[src/rtl/hazard_pkg.sv]
// Shared types for the ID-stage hazard scheduler: FSM states,
// forward-select encodings and the scoreboard entry layout.
package hazard_pkg;

  typedef enum logic [1:0] {
    RUN      = 2'd0,
    STALL_LD = 2'd1,
    FLUSH    = 2'd2
  } state_e;

  localparam logic [1:0] FWD_REG   = 2'b00;
  localparam logic [1:0] FWD_EXMEM = 2'b01;
  localparam logic [1:0] FWD_MEMWB = 2'b10;

  // Wide enough for any supported register-specifier width.
  localparam int SB_DEST_W = 8;

  typedef struct packed {
    logic                 valid;
    logic                 reg_write;
    logic                 mem_read;
    logic [SB_DEST_W-1:0] dest;
  } sb_entry_t;

  function automatic logic sb_writes(
    input sb_entry_t            e,
    input logic [SB_DEST_W-1:0] r
  );
    return e.valid && e.reg_write && (e.dest != '0) && (e.dest == r);
  endfunction

endpackage

[src/rtl/hazard_scoreboard.sv]
// Three-entry EX/MEM/WB shift scoreboard with source-match outputs
// used for load-use detection and forwarding.
module hazard_scoreboard
  import hazard_pkg::*;
#(
  parameter int NREG_BITS = 5
) (
  input  logic                 clk,
  input  logic                 rst,
  input  logic                 load_ex,
  input  sb_entry_t            ex_in,
  input  logic [NREG_BITS-1:0] rs,
  input  logic [NREG_BITS-1:0] rt,
  output logic                 ex_hit_rs,
  output logic                 ex_hit_rt,
  output logic                 mem_hit_rs,
  output logic                 mem_hit_rt,
  output logic                 ld_hit_rs,
  output logic                 ld_hit_rt,
  output sb_entry_t            wb_entry
);

  sb_entry_t ex_q, ex_d;
  sb_entry_t mem_q, mem_d;
  sb_entry_t wb_q, wb_d;
  logic [SB_DEST_W-1:0] rs_w, rt_w;
  logic ld_ex;

  always_comb begin
    ex_d  = load_ex ? ex_in : '0;
    mem_d = ex_q;
    wb_d  = mem_q;
  end

  always_ff @(posedge clk or posedge rst) begin
    if (rst) begin
      ex_q  <= '0;
      mem_q <= '0;
      wb_q  <= '0;
    end else begin
      ex_q  <= ex_d;
      mem_q <= mem_d;
      wb_q  <= wb_d;
    end
  end

  assign rs_w = SB_DEST_W'(rs);
  assign rt_w = SB_DEST_W'(rt);

  // A load in EX cannot forward yet; it can only cause a stall.
  assign ld_ex = ex_q.valid && ex_q.mem_read && (ex_q.dest != '0);

  assign ex_hit_rs  = sb_writes(ex_q, rs_w) && !ex_q.mem_read;
  assign ex_hit_rt  = sb_writes(ex_q, rt_w) && !ex_q.mem_read;
  assign mem_hit_rs = sb_writes(mem_q, rs_w);
  assign mem_hit_rt = sb_writes(mem_q, rt_w);
  assign ld_hit_rs  = ld_ex && (ex_q.dest == rs_w);
  assign ld_hit_rt  = ld_ex && (ex_q.dest == rt_w);
  assign wb_entry   = wb_q;

endmodule

[src/rtl/id_hazard_scheduler.sv]
// ID-stage hazard scheduler: load-use stall, flush and forward selects.
// Optional statistics counters are built when HAZARD_STATS_EN is defined.
module id_hazard_scheduler
  import hazard_pkg::*;
#(
  parameter int NREG_BITS = 5,
  parameter int CNT_BITS  = 16
) (
  input  logic                 clk,
  input  logic                 reset,
  input  logic                 id_valid,
  input  logic [NREG_BITS-1:0] id_rs,
  input  logic [NREG_BITS-1:0] id_rt,
  input  logic                 id_uses_rs,
  input  logic                 id_uses_rt,
  input  logic                 id_reg_write,
  input  logic                 id_mem_read,
  input  logic [NREG_BITS-1:0] id_dest,
  input  logic                 id_jump,
  input  logic                 ex_branch_taken,
  output logic                 id_ready,
  output logic                 issue,
  output logic                 flush_if,
  output logic [1:0]           fwd_a,
  output logic [1:0]           fwd_b
`ifdef HAZARD_STATS_EN
  ,
  output logic [CNT_BITS-1:0]  stall_cnt,
  output logic [CNT_BITS-1:0]  flush_cnt
`endif
);

  state_e     state_q, state_d;
  logic       issue_q, issue_d;
  logic       flush_q, flush_d;
  logic [1:0] fwd_a_q, fwd_a_d;
  logic [1:0] fwd_b_q, fwd_b_d;
  logic       ex_hit_rs, ex_hit_rt;
  logic       mem_hit_rs, mem_hit_rt;
  logic       ld_hit_rs, ld_hit_rt;
  logic       load_use, stall;
  sb_entry_t  ex_in;
  sb_entry_t  wb_entry;

  hazard_scoreboard #(.NREG_BITS(NREG_BITS)) u_sb (
    .clk        (clk),
    .rst        (reset),
    .load_ex    (issue_d),
    .ex_in      (ex_in),
    .rs         (id_rs),
    .rt         (id_rt),
    .ex_hit_rs  (ex_hit_rs),
    .ex_hit_rt  (ex_hit_rt),
    .mem_hit_rs (mem_hit_rs),
    .mem_hit_rt (mem_hit_rt),
    .ld_hit_rs  (ld_hit_rs),
    .ld_hit_rt  (ld_hit_rt),
    .wb_entry   (wb_entry)
  );

  always_comb begin
    ex_in           = '0;
    ex_in.valid     = 1'b1;
    ex_in.reg_write = id_reg_write;
    ex_in.mem_read  = id_mem_read;
    ex_in.dest      = SB_DEST_W'(id_dest);
  end

  // A taken branch overrides a coincident load-use stall.
  assign load_use = id_valid && (state_q == RUN) &&
                    ((id_uses_rs && ld_hit_rs) ||
                     (id_uses_rt && ld_hit_rt));
  assign stall    = load_use && !ex_branch_taken;
  assign id_ready = !stall;

  always_comb begin
    issue_d = id_valid && !stall && !ex_branch_taken &&
              (state_q != FLUSH);
    flush_d = ex_branch_taken || (issue_d && id_jump);
    state_d = RUN;
    if (flush_d)    state_d = FLUSH;
    else if (stall) state_d = STALL_LD;
    fwd_a_d = FWD_REG;
    fwd_b_d = FWD_REG;
    if (issue_d && id_uses_rs) begin
      if (ex_hit_rs)       fwd_a_d = FWD_EXMEM;
      else if (mem_hit_rs) fwd_a_d = FWD_MEMWB;
    end
    if (issue_d && id_uses_rt) begin
      if (ex_hit_rt)       fwd_b_d = FWD_EXMEM;
      else if (mem_hit_rt) fwd_b_d = FWD_MEMWB;
    end
  end

  always_ff @(posedge clk or posedge reset) begin
    if (reset) begin
      state_q <= RUN;
      issue_q <= 1'b0;
      flush_q <= 1'b0;
      fwd_a_q <= FWD_REG;
      fwd_b_q <= FWD_REG;
    end else begin
      state_q <= state_d;
      issue_q <= issue_d;
      flush_q <= flush_d;
      fwd_a_q <= fwd_a_d;
      fwd_b_q <= fwd_b_d;
    end
  end

  assign issue    = issue_q;
  assign flush_if = flush_q;
  assign fwd_a    = fwd_a_q;
  assign fwd_b    = fwd_b_q;

`ifdef HAZARD_STATS_EN
  logic [CNT_BITS-1:0] stall_cnt_q, stall_cnt_d;
  logic [CNT_BITS-1:0] flush_cnt_q, flush_cnt_d;

  always_comb begin
    stall_cnt_d = stall_cnt_q;
    flush_cnt_d = flush_cnt_q;
    if ((state_q == STALL_LD) && !(&stall_cnt_q))
      stall_cnt_d = stall_cnt_q + 1'b1;
    if (flush_q && !(&flush_cnt_q))
      flush_cnt_d = flush_cnt_q + 1'b1;
  end

  always_ff @(posedge clk or posedge reset) begin
    if (reset) begin
      stall_cnt_q <= '0;
      flush_cnt_q <= '0;
    end else begin
      stall_cnt_q <= stall_cnt_d;
      flush_cnt_q <= flush_cnt_d;
    end
  end

  assign stall_cnt = stall_cnt_q;
  assign flush_cnt = flush_cnt_q;
`endif

endmodule

[config.mk]
export PLATFORM = sky130hd
export DESIGN_NAME = id_hazard_scheduler
export DESIGN_NICKNAME = d
export VERILOG_FILES = /design/src/rtl/hazard_pkg.sv /design/src/rtl/hazard_scoreboard.sv /design/src/rtl/id_hazard_scheduler.sv
export SDC_FILE = /design/constraint.sdc
export NUM_CORES = 1
export LEC_CHECK = 0
export BUFFER_PORTS_ARGS = -buffer_cell sky130_fd_sc_hd__buf_2
export CORE_UTILIZATION = 49
export DETAILED_ROUTE_END_ITERATION = 10
export GPL_TIMING_DRIVEN = 0
export PLACE_DENSITY = 0.77
export SYNTH_ARGS = -nofsm -noshare
export SYNTH_HDL_FRONTEND = slang
export SYNTH_SLANG_ARGS = --single-unit
[constraint.sdc]
create_clock -name clk -period 2.7 [get_ports clk]
set_clock_uncertainty 0.05 [all_clocks]
set_input_delay 0.54 -clock clk [delete_from_list [all_inputs] [get_ports clk]]
set_output_delay 0.54 -clock clk [all_outputs]
set_load 0.03 [all_outputs]
# Yosys cells after proc, flatten, opt, wreduce, memory -nomap -nowiden
# Cells that the tools add are included.
[totals]
ff_bits = 29
[op_classes]
n_reduce_logical = 33
muxes = 9
eq_ne = 5
[op_table]
columns = ["operator", "count"]
rows = [
  ["8-bit by 5-bit == test with 1-bit output", 4],
  ["1-bit logical AND", 25],
  ["8-bit nonzero test", 2],
  ["2-bit 2-to-1 mux", 7],
  ["11-bit 2-to-1 mux", 1],
  ["1-bit logical NOT", 3],
  ["2-bit logical NOT", 1],
  ["1-bit logical OR", 2],
  ["2-bit inequality test (second input constant)", 1],
  ["1-bit 2-to-1 mux", 1],
]

# Depth between registers and ports, before layout
# Gate-level depths: netlist of the first run.
[logic_depth]
depth_word = 14
depth_mapped = 6

# Cells and area by module
# From an unflattened synthesis of the first run, not the netlist that was laid out.
[unflattened]
hier_cells = 118
hier_area_um2 = 1540.2
[by_module_without_submodules]
columns = ["module", "area_per_inst_um2", "n_inst", "cells_each"]
rows = [
  ["hazard_scoreboard", 1231.2, 1, 90],
  ["id_hazard_scheduler", 309.0, 1, 28],
]

# Worst setup path after synthesis of the first run
# No wires, ideal clock.
[synth_timing]
path_type = "in2out"
startpoint = "in id_rs[1]"
endpoint = "out id_ready"
stages = 6
required_time_ps = 2110
arrival_time_ps = 2087
path_buffers = 1
path_slack_ps = 23
cell_sequence = "xnor2_1 -> nand3_1 -> or4_1 -> a2111oi_4 -> buf_6 -> inv_1"
[synth_via]
elab_chain_cells = 7
[synth_rtl]
columns = ["element", "line_no", "rtl"]
rows = [
  ["start, declared", "id_hazard_scheduler.sv:12", "input logic [NREG_BITS-1:0] id_rs,"],
  ["8-bit by 5-bit == test with 1-bit output", "hazard_scoreboard.sv:57", "assign ld_hit_rs = ld_ex && (ex_q.dest == rs_w);"],
  ["1-bit logical AND", "hazard_scoreboard.sv:57", ""],
  ["1-bit logical AND", "id_hazard_scheduler.sv:71", "((id_uses_rs && ld_hit_rs) ||"],
  ["1-bit logical OR", "id_hazard_scheduler.sv:71", ""],
  ["1-bit logical AND", "id_hazard_scheduler.sv:70", "assign load_use = id_valid && (state_q == RUN) &&"],
  ["1-bit logical AND", "id_hazard_scheduler.sv:73", "assign stall = load_use && !ex_branch_taken;"],
  ["1-bit logical NOT", "id_hazard_scheduler.sv:74", "assign id_ready = !stall;"],
  ["end, declared", "id_hazard_scheduler.sv:21", "output logic id_ready,"],
]
# No other way between the ends.

# Final worst setup path of the first run
[layout_timing]
startpoint = "reg u_sb.ex_q[4] (netlist name)"
endpoint = "out id_ready"
[layout_via]
elab_chain_cells = 8
[layout_rtl]
columns = ["element", "line_no", "rtl"]
rows = [
  ["start, declared", "hazard_scoreboard.sv:23", "sb_entry_t ex_q, ex_d;"],
  ["start signal, assigned", "hazard_scoreboard.sv:37", "ex_q <= '0;"],
  ["start signal, assigned", "hazard_scoreboard.sv:41", "ex_q <= ex_d;"],
  ["8-bit nonzero test", "hazard_scoreboard.sv:51", "assign ld_ex = ex_q.valid && ex_q.mem_read && (ex_q.dest != '0);"],
  ["1-bit logical AND", "hazard_scoreboard.sv:51", ""],
  ["1-bit logical AND (on tied branches)", "hazard_scoreboard.sv:57, hazard_scoreboard.sv:58", ""],
  ["1-bit logical AND (on tied branches)", "id_hazard_scheduler.sv:71, id_hazard_scheduler.sv:72", ""],
  ["1-bit logical OR (*)", "id_hazard_scheduler.sv:71", ""],
  ["1-bit logical AND (*)", "id_hazard_scheduler.sv:70", ""],
  ["1-bit logical AND (*)", "id_hazard_scheduler.sv:73", ""],
  ["1-bit logical NOT (*)", "id_hazard_scheduler.sv:74", ""],
]
# Mark *: on every way between the ends. The rest lies on a longest branch, timed or not.

==> results of run 1 <==
[routing by layer]
layer  wire length [µm]  share of wire [%]  up-vias
met4                 65                3.1        0
li1                   -                  -      400
met5                  0                  0        -
met1                883                 42      378
met3                117                5.5        8
met2               1046                 50       33
[layout make-up]
class | instances | area, µm²
buffer | 1 | 11.26
clock buffer | 4 | 26.28
fill | 163 | 653.1
inverter | 5 | 18.77
multi-input combinational | 65 | 471.7
sequential | 21 | 525.5
tap | 27 | 33.78
timing repair buffer | 36 | 201.4
[repair_timing]
action,in CTS,in global routing
endpoints found under the setup margin,1,1
hold endpoints to repair,0,0
setup buffers,6,0
pin swaps,4,0
hold buffers,0,0
gates resized for setup,7,0
[per-stage QoR]
step | TNS (ps) | setup WS (ps)
after CTS | -125.2 | -125.2
after global routing | -243.8 | -243.8
after detailed placement | -516.5 | -516.5
after global placement | -456.7 | -456.7
after floorplan | 0 | 22.91
final | -116.7 | -116.7
[cells in the final DEF (no fill, tap or decap), types with 2 or more instances in the layout]
cell type,netlist,layout
sky130_fd_sc_hd__dfrtp_1,21,21
sky130_fd_sc_hd__nor4_1,3,3
sky130_fd_sc_hd__nand4_1,3,3
sky130_fd_sc_hd__buf_6,1,2
sky130_fd_sc_hd__or4_1,3,2
sky130_fd_sc_hd__nand3_1,2,2
sky130_fd_sc_hd__nor2_1,8,8
sky130_fd_sc_hd__nand2_1,8,8
sky130_fd_sc_hd__xnor2_1,8,8
sky130_fd_sc_hd__nor2b_1,2,2
sky130_fd_sc_hd__nor3_1,2,2
sky130_fd_sc_hd__clkbuf_4,0,3
sky130_fd_sc_hd__a2111oi_4,1,2
sky130_fd_sc_hd__xor2_1,8,8
sky130_fd_sc_hd__inv_1,5,4
sky130_fd_sc_hd__nand2b_1,4,4
sky130_fd_sc_hd__buf_4,0,6
sky130_fd_sc_hd__buf_2,0,29
[registers in the layout, summed over array words and instances, names as in the netlist]
name,flops
u_sb.mem_q,7
fwd_a,2
fwd_b,2
state_q,1
u_sb.ex_q,7
flush_if,1
issue,1
[kinds of logic after synthesis]
group	Yosys count
AOI/OAI and AO/OA	9
xor gates and xnor gates	16
buffers and inverters	6
DFF	21
and+or+nand+nor	40
[where the power goes]
group          leakage (nW)  total [mW]  switching, mW  internal [mW]
sequential            0.287       0.328        0.00622          0.321
clock                0.0150       0.143         0.0860         0.0574
combinational         0.333      0.0724         0.0381         0.0343
total                 0.635       0.543          0.130          0.413
[worst max-delay path: cells and delay by family, from the launching register on]
family | cells | cell delay (ps)
AO/OA/AOI/OAI | 1 | 360
XOR/XNOR | 1 | 170
buffers and inverters | 3 | 300
flip-flops | 1 | 420
AND/OR/NAND/NOR | 2 | 670
[worst max path at each step]
stage | to | slack [ps] | depth (start not counted)
after floorplan | id_ready | 20 | 6
after global placement | id_ready | -460 | 8
after detailed placement | id_ready | -520 | 8
after CTS | id_ready | -130 | 7
after global routing | id_ready | -240 | 7
final | id_ready | -120 | 7
==> qor_table.md, run 1 <==
| Metric | Value |
|:---|:---|
| Total core area | 1942 µm² |
| Status | finished, violations left |
| Global-route wire length before repair | 3243 µm |
| Sinks on Clock Net | 21 |
| Type of element capturing the critical path | output port |
| Cell repeated most along the worst path | sky130_fd_sc_hd__buf_6 |
| Setup-failing EPs final | 1 |
| Fraction of the mapped netlist area in compound gates | 8.842% |
| Residual DRC | 0 |
| Post-route cell area | 1289 µm² |
| Top-area cell type share of the netlist area | 52.30% |
| Antenna Cells | 0 |
| Clock H-tree levels | 1 |
| GR peak layer | met2 |
| Max Fanout on Critical Path | 2 |
| Type of the worst setup path | reg -> out |
| Least-Margin Pin Slew | 741.8 ps |
| Flop2flop setup slack | 550 ps |
| Number of hold violations in the final report | 0 |
| Parity-gate share of the synthesized area counting xor and xnor cells | 13.95% |
| Peak supply drop | 325.0 µV |
| Drt initial violations | 3 |
| Number of storage elements in the synthesis netlist | 21 |
| Gate count of the mapped netlist | 92 |
| Crit path from | u_sb.ex_q[4] |
| Crit path DAT | 2230 ps |
| Worst Hold Margin | 302.0 ps |
| Reg-to-reg critical path endpoint | fwd_b[0] |
| Path class of the lowest-slack min-delay path | in -> async |
| Overall routing resource usage | 21.76% |
| Global routing met1 resource utilization | 26.34% |
| Post-synthesis mux area share | 0% |
| Power density over cell area | 421.6 nW/µm² |
| Max Freq | 355.0 MHz |
| Average routed wire per standard cell | 13.28 µm |
| Io pins | 31 |
| Basic-gate share of the synthesized area counting and, or, nand and nor cells | 21.92% |
| Clock-pin slew of the registers on the worst-case setup and hold paths | 110 ps |
| Post-synth top flop | sky130_fd_sc_hd__dfrtp_1 |
| Maximum number of pins on one net before global-route repair | 22 |
| Unrepaired setup endpoints after global routing | true |
| Cell with the most instances after synthesis | sky130_fd_sc_hd__dfrtp_1 |
| Post-route antenna net violation count | 0 |
| Number of global-route vias before repair | 757 |
| Dominant combinational cell family by area after synthesis | simple AND/OR/NAND/NOR gates |
| First-pass iteration count of the detailed router | 4 |
| Critical path, cell by cell | xnor2_1 -> nand3_1 -> or4_4 -> a2111oi_4 -> buf_6 -> inv_2 -> buf_6 |
| Global Route met2 Usage | 35.07% |
| Total power of the final layout | 0.5434 mW |
| Register-to-Register Path Depth | 6 |
| Final RePlAce weighted congestion | 0.9511 |
| Net count after synthesis | 116 |
| Area added between synthesis and finish | 28.27% |
| Cell with the largest stage delay on the worst path | sky130_fd_sc_hd__or4_4 |
| Nature of the critical path startpoint | register |
| Overall overflow remaining after global route | 0 |
| Minimum period implied by the final worst setup slack | 2817 ps |
| CTS Root Buffer Type | sky130_fd_sc_hd__clkbuf_4 |
| Fraction of layout cells with a size suffix above 1 | 34.09% |
| Initial core utilization | 51.74% |
| Cell variety after synth | 27 |
| Max_cap viols | 0 |
| Synth top cells by count | 21 x sky130_fd_sc_hd__dfrtp_1, 8 x sky130_fd_sc_hd__nand2_1, 8 x sky130_fd_sc_hd__nor2_1, 8 x sky130_fd_sc_hd__xnor2_1, 8 x sky130_fd_sc_hd__xor2_1 |
| Final critical-path share of the clock period | 104.3% |
| Pins over their slew limit | 0 |
| Die Ht | 47.28 µm |
| Avg Vias per Cell | 5.151 |
| Filler-free cell count of the finished design | 159 |
| Grt met3 use | 6.154% |
| Clock tree buffer depth | 2 |
| DP Cell Count | 149 |
| TritonCTS Buffers | 3 |
| Syn Std Cell Area | 1005 µm² |
| Via total after detailed routing | 819 |
| Adder-Cell Fraction of Synth Area | 0% |
| Number of flops mapped to enable cells by yosys | 0 |
| Later-pin clock latency in the skew report | 290 ps |
| Horizontal die dimension | 47.28 µm |
| Critical Path RT | 2110 ps |
| Net count, final | 157 |
| Setup slack of the critical path after layout | -116.7 ps |
| Remaining max-slew budget at the tightest pin | 50.49% |
| Placed instance area | 1189 µm² |
| Number of warning messages in the yosys log | 0 |
| Sequential area share after synthesis | 52.30% |
| Most area-consuming cells after synthesis | sky130_fd_sc_hd__dfrtp_1 52%, sky130_fd_sc_hd__xnor2_1 7.0%, sky130_fd_sc_hd__xor2_1 7.0% |
| Antenna violations before repair | 0 |
| CTS tree | done |
| Total wirelength of the detailed-routed design | 2112 µm |
| Share of async-settable or async-resettable flops after synthesis | 100.0% |
| Total die area | 2235 µm² |
| Start of the worst register-to-register path | u_sb.ex_q[4] |
| Per-instance average area after synthesis | 10.92 µm² |
| Failing checks | negative setup slack |
| Cell taking the most area after synthesis | sky130_fd_sc_hd__dfrtp_1 |
| Finished Core Util | 66.37% |
| Rows | 16 |
| Estimated wirelength of the detail-placed design | 1551 µm |
| Quantity of I/O buffers inserted on ports | 30 |
| Delay of the slowest cell on the worst path | 560 ps |
| Leakage | 0.6350 nW |
Note: power is estimated with default switching activity, not from simulation.
==> run 2, diff against run 1 <==
- CORE_UTILIZATION: 49 -> 31
- MAX_ROUTING_LAYER: not set -> met4
- PLACE_DENSITY: 0.77 -> not set
==> qor_table.md, run 2 (synthesis gave the netlist of run 1 again) <==
| Metric | Value | Delta |
|:---|:---|:---|
| Status | finished, violations left |  |
| Failing checks | negative setup slack |  |
| Type of the worst setup path | reg -> out |  |
| Antenna Cells | 0 | unchanged |
| Later-pin clock latency in the skew report | 300 ps | about the same |
| Max Freq | 354.0 MHz | -0.30% |
| Sw Ratio | 24.33% | +0.35 points |
| CTS Root Buffer Type | sky130_fd_sc_hd__clkbuf_4 |  |
| Max_cap viols | 0 | unchanged |
| Crit path DAT | 2240 ps | about the same |
| Setup-failing EPs final | 1 | unchanged |
| Quantity of I/O buffers inserted on ports | 30 | unchanged |
| Fraction of power consumed by the clock network | 26.8% | +0.4 points |
| Initial core utilization | 32.91% | -19 points |
| Clock H-tree levels | 1 | unchanged |
| Type of element capturing the critical path | output port |  |
| Overall routing resource usage | 14.42% | -7.3 points |
| Die Ht | 58.93 µm | +25% |
| Via total after detailed routing | 817 | -0.24% |
| Clock-pin slew of the registers on the worst-case setup and hold paths | 120 ps | about the same |
| DP Cell Count | 166 | +11% |
| Most common cell after layout, fill and taps aside | sky130_fd_sc_hd__buf_2 |  |
| Drt initial violations | 18 | +15 |
| Least-Margin Pin Slew | 772.4 ps | +30.59 ps |
| Unrepaired setup endpoints after global routing | true |  |
| Sinks on Clock Net | 21 | unchanged |
| Post-route antenna net violation count | 0 | unchanged |
| Fraction of layout cells with a size suffix above 1 | 35.61% | +1.5 points |
| Overall overflow remaining after global route | 0 | unchanged |
| Most frequent cells in the layout | 29 x sky130_fd_sc_hd__buf_2, 19 x sky130_fd_sc_hd__dfrtp_1 |  |
| Worst Hold Margin | 310.7 ps | +8.655 ps |
| Setup slack of the critical path after layout | -125.2 ps | -8.555 ps |
| Seq pwr share | 60.1% | -0.2 points |
| Area added between synthesis and finish | 30.64% |  |
| First-pass iteration count of the detailed router | 4 | unchanged |
| Maximum number of pins on one net before global-route repair | 22 | unchanged |
| Rows | 20 | +4 |
| Final critical-path share of the clock period | 104.6% | +0.32 points |
| Number of global-route vias before repair | 828 | +9.4% |
| Io pins | 31 | unchanged |
| Average routed wire per standard cell | 12.77 µm | -3.9% |
| Antenna violations before repair | 0 | unchanged |
| Post-route setup TNS | -125.2 ps | -8.555 ps |
| CTS tree | done |  |
| Hold buffers post-CTS | 0 | unchanged |
| Peak supply drop | 193.4 µV | -40% |
| Clock tree buffer depth | 2 | unchanged |
| Total core area | 3053 µm² | +57% |
| Nature of the critical path startpoint | register |  |
| Remaining max-slew budget at the tightest pin | 48.45% | -2.0 points |
| Estimated wirelength of the detail-placed design | 1723 µm | +11% |
| Horizontal die dimension | 58.93 µm | +25% |
| Total wirelength of the detailed-routed design | 2247 µm | +6.4% |
| Net count, final | 157 | unchanged |
| Global-route wire length before repair | 3677 µm | +13% |
| Max Fanout on Critical Path | 3 | +1 |
| Critical Path RT | 2110 ps | about the same |
| Final RePlAce weighted congestion | 0.8148 | -14% |
| Leakage | 0.6318 nW | -0.50% |
| Avg Vias per Cell | 4.642 | -9.9% |
| Cell internal power dissipation | 0.4132 mW | about the same |
| Total die area | 3473 µm² | +55% |
| Filler-free cell count of the finished design | 176 | +11% |
| Net switching power | 0.1329 mW | +2.0% |
| Path class of the lowest-slack min-delay path | in -> async |  |
| Pins over their slew limit | 0 | unchanged |
| Residual DRC | 0 | unchanged |
| Relative contribution of combinational cells to total power | 13.1% | -0.2 points |
| Power density over cell area | 416.1 nW/µm² | -1.3% |
| Registers with the highest flip-flop counts | u_sb.ex_q: 7 flops, u_sb.mem_q: 7 flops |  |
| TritonCTS Buffers | 3 | unchanged |
| Minimum period implied by the final worst setup slack | 2825 ps | +8.555 ps |
| Number of hold violations in the final report | 0 | unchanged |
run 2: final cells by class:
| cell class | instances | area, µm² |
|---|---|---|
| flip-flops and latches | 21 | 528.0 |
| well taps | 44 | 55.05 |
| repair buffers | 36 | 201.4 |
| fillers | 313 | 1740 |
| plain buffers | 1 | 11.26 |
| clock buffers | 4 | 26.28 |
| multi-input cells | 65 | 471.7 |
| inverters | 5 | 18.77 |
run 2: power by group through the flow:
| stage | clock, mW | sequential (mW) | combinational, mW |
|---|---|---|---|
| 2_1_floorplan | 0 | 0.336 | 0.0327 |
| 4_1_cts | 0.151 | 0.328 | 0.0728 |
| 3_3_place_gp | 0 | 0.335 | 0.0628 |
| 3_5_place_dp | 0 | 0.335 | 0.0657 |
| 6_report | 0.147 | 0.328 | 0.0713 |
| 5_1_grt | 0.159 | 0.329 | 0.0803 |
run 2: per-layer routing:
metal | share of wire [%] | track usage, % | vias up
met5 | 0 | - | -
met4 | 1.7 | 7.143 | 0
met3 | 4.9 | 1.758 | 4
met2 | 46 | 21.92 | 24
met1 | 47 | 19.02 | 390
li1 | - | - | 399
run 2: what timing repair did:
action,CTS,global route
pin swaps,6,0
resized for setup,8,1
setup endpoints to repair,1,1
buffers inserted,6,0
run 2: final timing paths:
check                                   from            end  slack [ps]  cells past startpoint
worst max-delay path            u_sb.ex_q[2]       id_ready        -130                      7
worst min-delay path                   reset   u_sb.ex_q[8]         310                      2
worst max register to register  u_sb.ex_q[2]       fwd_b[0]         530                      6
worst min register to register  u_sb.ex_q[9]  u_sb.mem_q[9]         360                      0
max in group asynchronous              reset   u_sb.ex_q[4]        1750                      2
min in group clk                u_sb.ex_q[9]  u_sb.mem_q[9]         360                      0
run 2: through the flow:
stage               setup slack, ps  total power [mW]  cell area, µm²  utilization, %
floorplan                     22.91            0.3683            1005               -
global placement             -491.3            0.3975            1210           39.63
detailed placement           -505.1            0.4006            1210           39.63
global route                 -262.4            0.5686            1313           42.99
CTS                          -143.3            0.5518            1311           42.95
finish                       -125.2            0.5461            1313           42.99
run 2: worst max-delay path: stages (launching register included):
cell and delay, ps:
sky130_fd_sc_hd__dfrtp_1 440, sky130_fd_sc_hd__xnor2_1 170, sky130_fd_sc_hd__nand3_1 110, sky130_fd_sc_hd__or4_4 570
sky130_fd_sc_hd__a2111oi_4 350, sky130_fd_sc_hd__buf_6 150, sky130_fd_sc_hd__inv_2 30, sky130_fd_sc_hd__buf_6 120
==> run 3, diff against run 2 <==
- SYNTH_HIERARCHICAL: not set -> 1
==> qor_table.md, run 3 <==
| Metric | Value | Delta |
|:---|:---|:---|
| Syn Std Cell Area | 1240 µm² | +23% |
| Cell internal power dissipation | 0.6648 mW | +61% |
| Total wirelength of the detailed-routed design | 2462 µm | +9.6% |
| Estimated wirelength of the detail-placed design | 1953 µm | +13% |
| Flop2flop setup slack | 490 ps | -40 ps |
| Maximum number of pins on one net before global-route repair | 22 | unchanged |
| Critical Path RT | 2110 ps | about the same |
| Remaining max-slew budget at the tightest pin | 47.43% | -1.0 points |
| Minimum period implied by the final worst setup slack | 2733 ps | -92.52 ps |
| Quantity of I/O buffers inserted on ports | 30 | unchanged |
| Largest register by flop count | u_sb/ex_q |  |
| TritonCTS Buffers | 3 | unchanged |
| Drt initial violations | 16 | -2 |
| Type of the worst setup path | reg -> out |  |
| Unrepaired setup endpoints after global routing | true |  |
| Number of global-route vias before repair | 965 | +17% |
| Leakage | 0.7210 nW | +14% |
| Clock H-tree levels | 1 | unchanged |
| Sw Ratio | 21.17% | -3.2 points |
| Per-instance average area after synthesis | 11.70 µm² | +7.1% |
| Total core area | 3744 µm² | +23% |
| Setup slack after placement | -44.47 ps | +460.6 ps |
| Global-route wire length before repair | 4291 µm | +17% |
| Io pins | 31 | unchanged |
| Max Freq | 365.9 MHz | +3.4% |
| Setup-failing EPs final | 1 | unchanged |
| Start of the worst register-to-register path | u_sb/ex_q[5] |  |
| Number of warning messages in the yosys log | 6 | +6 |
| Finished Core Util | 42.51% | -0.48 points |
| Status | finished, violations left |  |
| Post-route antenna net violation count | 0 | unchanged |
| Final RePlAce weighted congestion | 0.7810 | -4.1% |
| Number of flip-flops in the largest register | 11 |  |
| Crit path DAT | 2140 ps | -100 ps |
| Type of element capturing the critical path | output port |  |
| Power density over cell area | 529.9 nW/µm² | +27% |
| Path class of the lowest-slack min-delay path | in -> async |  |
| First-pass iteration count of the detailed router | 4 | unchanged |
| Fraction of power consumed by the clock network | 38.2% | +11 points |
| Pins over their slew limit | 0 | unchanged |
| Max_cap viols | 0 | unchanged |
| Later-pin clock latency in the skew report | 270 ps | -30 ps |
| Max Fanout on Critical Path | 4 | +1 |
| CTS Root Buffer Type | sky130_fd_sc_hd__clkbuf_8 |  |
| Net switching power | 0.1785 mW | +34% |
| Antenna violations before repair | 0 | unchanged |
| Avg Vias per Cell | 4.665 | +0.49% |
| Sinks on Clock Net | 28 | +33% |
| Number of hold violations in the final report | 0 | unchanged |
| Setup slack of the critical path after layout | -32.71 ps | +92.52 ps |
| Rows | 22 | +10% |
| Least-Margin Pin Slew | 787.7 ps | +15.34 ps |
| Overall routing resource usage | 13.59% | -0.83 points |
| Fraction of layout cells with a size suffix above 1 | 37.06% | +1.5 points |
| Nature of the critical path startpoint | register |  |
| Reg-to-reg critical path endpoint | u_sb/ex_q[2] |  |
| Via total after detailed routing | 891 | +9.1% |
| Final critical-path share of the clock period | 101.2% | -3.4 points |
| Register-to-Register Path Depth | 7 | +1 |
| Clock tree buffer depth | 2 | unchanged |
| CTS tree | done |  |
| Horizontal die dimension | 65.25 µm | +11% |
| Failing checks | negative setup slack |  |
| Overall overflow remaining after global route | 0 | unchanged |
| Relative contribution of combinational cells to total power | 9.9% | -3.2 points |
| Total die area | 4257 µm² | +23% |
| Seq pwr share | 51.9% | -8.2 points |
| Peak supply drop | 372.3 µV | +92% |
| Die Ht | 65.25 µm | +11% |
| Residual DRC | 0 | unchanged |
| Net count, final | 168 | +7.0% |
| Average routed wire per standard cell | 12.89 µm | +0.96% |
| Registers with the highest flip-flop counts | u_sb/ex_q: 11 flops, u_sb/mem_q: 10 flops |  |
| Most frequent cells in the layout | 29 x sky130_fd_sc_hd__buf_2, 23 x sky130_fd_sc_hd__dfrtp_1, 16 x sky130_fd_sc_hd__xnor2_1 |  |
| Antenna Cells | 0 | unchanged |
| Gate count of the mapped netlist | 106 | +15% |
| Clock-pin slew of the registers on the worst-case setup and hold paths | 90 ps | -30 ps |
| Most common cell after layout, fill and taps aside | sky130_fd_sc_hd__buf_2 |  |
| Initial core utilization | 33.12% | +0.21 points |
| Area added between synthesis and finish | 28.36% |  |
==> run 3: routing by layer <==
| metal | GRT usage (%) | vias to the layer above | routed length, µm |
|---|---|---|---|
| li1 | - | 434 | - |
| met1 | 16.00 | 437 | 1050 |
| met2 | 23.32 | 18 | 1315 |
| met3 | 1.215 | 2 | 68 |
| met4 | 6.522 | 0 | 27 |
| met5 | - | - | 0 |
==> run 3: what timing repair did <==
item / 4_1_cts / 5_1_grt
resized for setup: 9 / 6
setup buffers: 1 / 0
gates cloned: 0 / 0
pin swaps: 2 / 2
endpoints found under the setup margin: 1 / 1
hold buffers: 0 / 0
==> run 3: per-stage QoR <==
step                hold slack [ps]  std cells  cell area [µm²]  power [mW]  TNS [ps]
detailed placement            329.5        186             1458      0.5254    -44.47
CTS                           148.6        191             1577      0.8551    -74.95
finish                        143.8        191             1592      0.8433    -32.71
global placement              326.0        186             1458      0.5225    -9.510
floorplan                     293.4        108             1247      0.4900         0
global route                  158.5        191             1592      0.8835    -106.7
==> run 3: final cells by class <==
cell class	instances	area, µm²
buffer	1	3.754
clock buffer	3	41.29
clock inverter	1	30.03
fill	382	2152
inverter	5	18.77
multi-input combinational	74	566.8
sequential	28	706.9
tap	48	60.06
timing repair buffer	31	163.9
==> run 3: how the worst max path moves through the flow <==
stage                  from        to  slack (ps)  cells past startpoint
2_1_floorplan      id_rs[3]  id_ready         230                      5
3_3_place_gp       id_rs[3]  id_ready         -10                      7
3_5_place_dp       id_rs[4]  id_ready         -40                      7
4_1_cts        u_sb/ex_q[0]  id_ready         -70                      6
5_1_grt        u_sb/ex_q[2]  id_ready        -110                      6
6_report       u_sb/ex_q[1]  id_ready         -30                      6
==> run 3: power groups by stage <==
stage	Combinational (mW)	Sequential (mW)	Clock (mW)
finish	0.0833	0.438	0.322
global route	0.0927	0.440	0.351
CTS	0.0837	0.438	0.334
detailed placement	0.0799	0.445	0
global placement	0.0778	0.445	0
floorplan	0.0438	0.446	0
==> run 3: critical path: stages, from the launching register on <==
cell                      delay [ps]
sky130_fd_sc_hd__dfrtp_2         440
sky130_fd_sc_hd__nor3_2           70
sky130_fd_sc_hd__a31o_2          260
sky130_fd_sc_hd__nor4_4          330
sky130_fd_sc_hd__a22oi_2         130
sky130_fd_sc_hd__or4_4           490
sky130_fd_sc_hd__buf_6           150
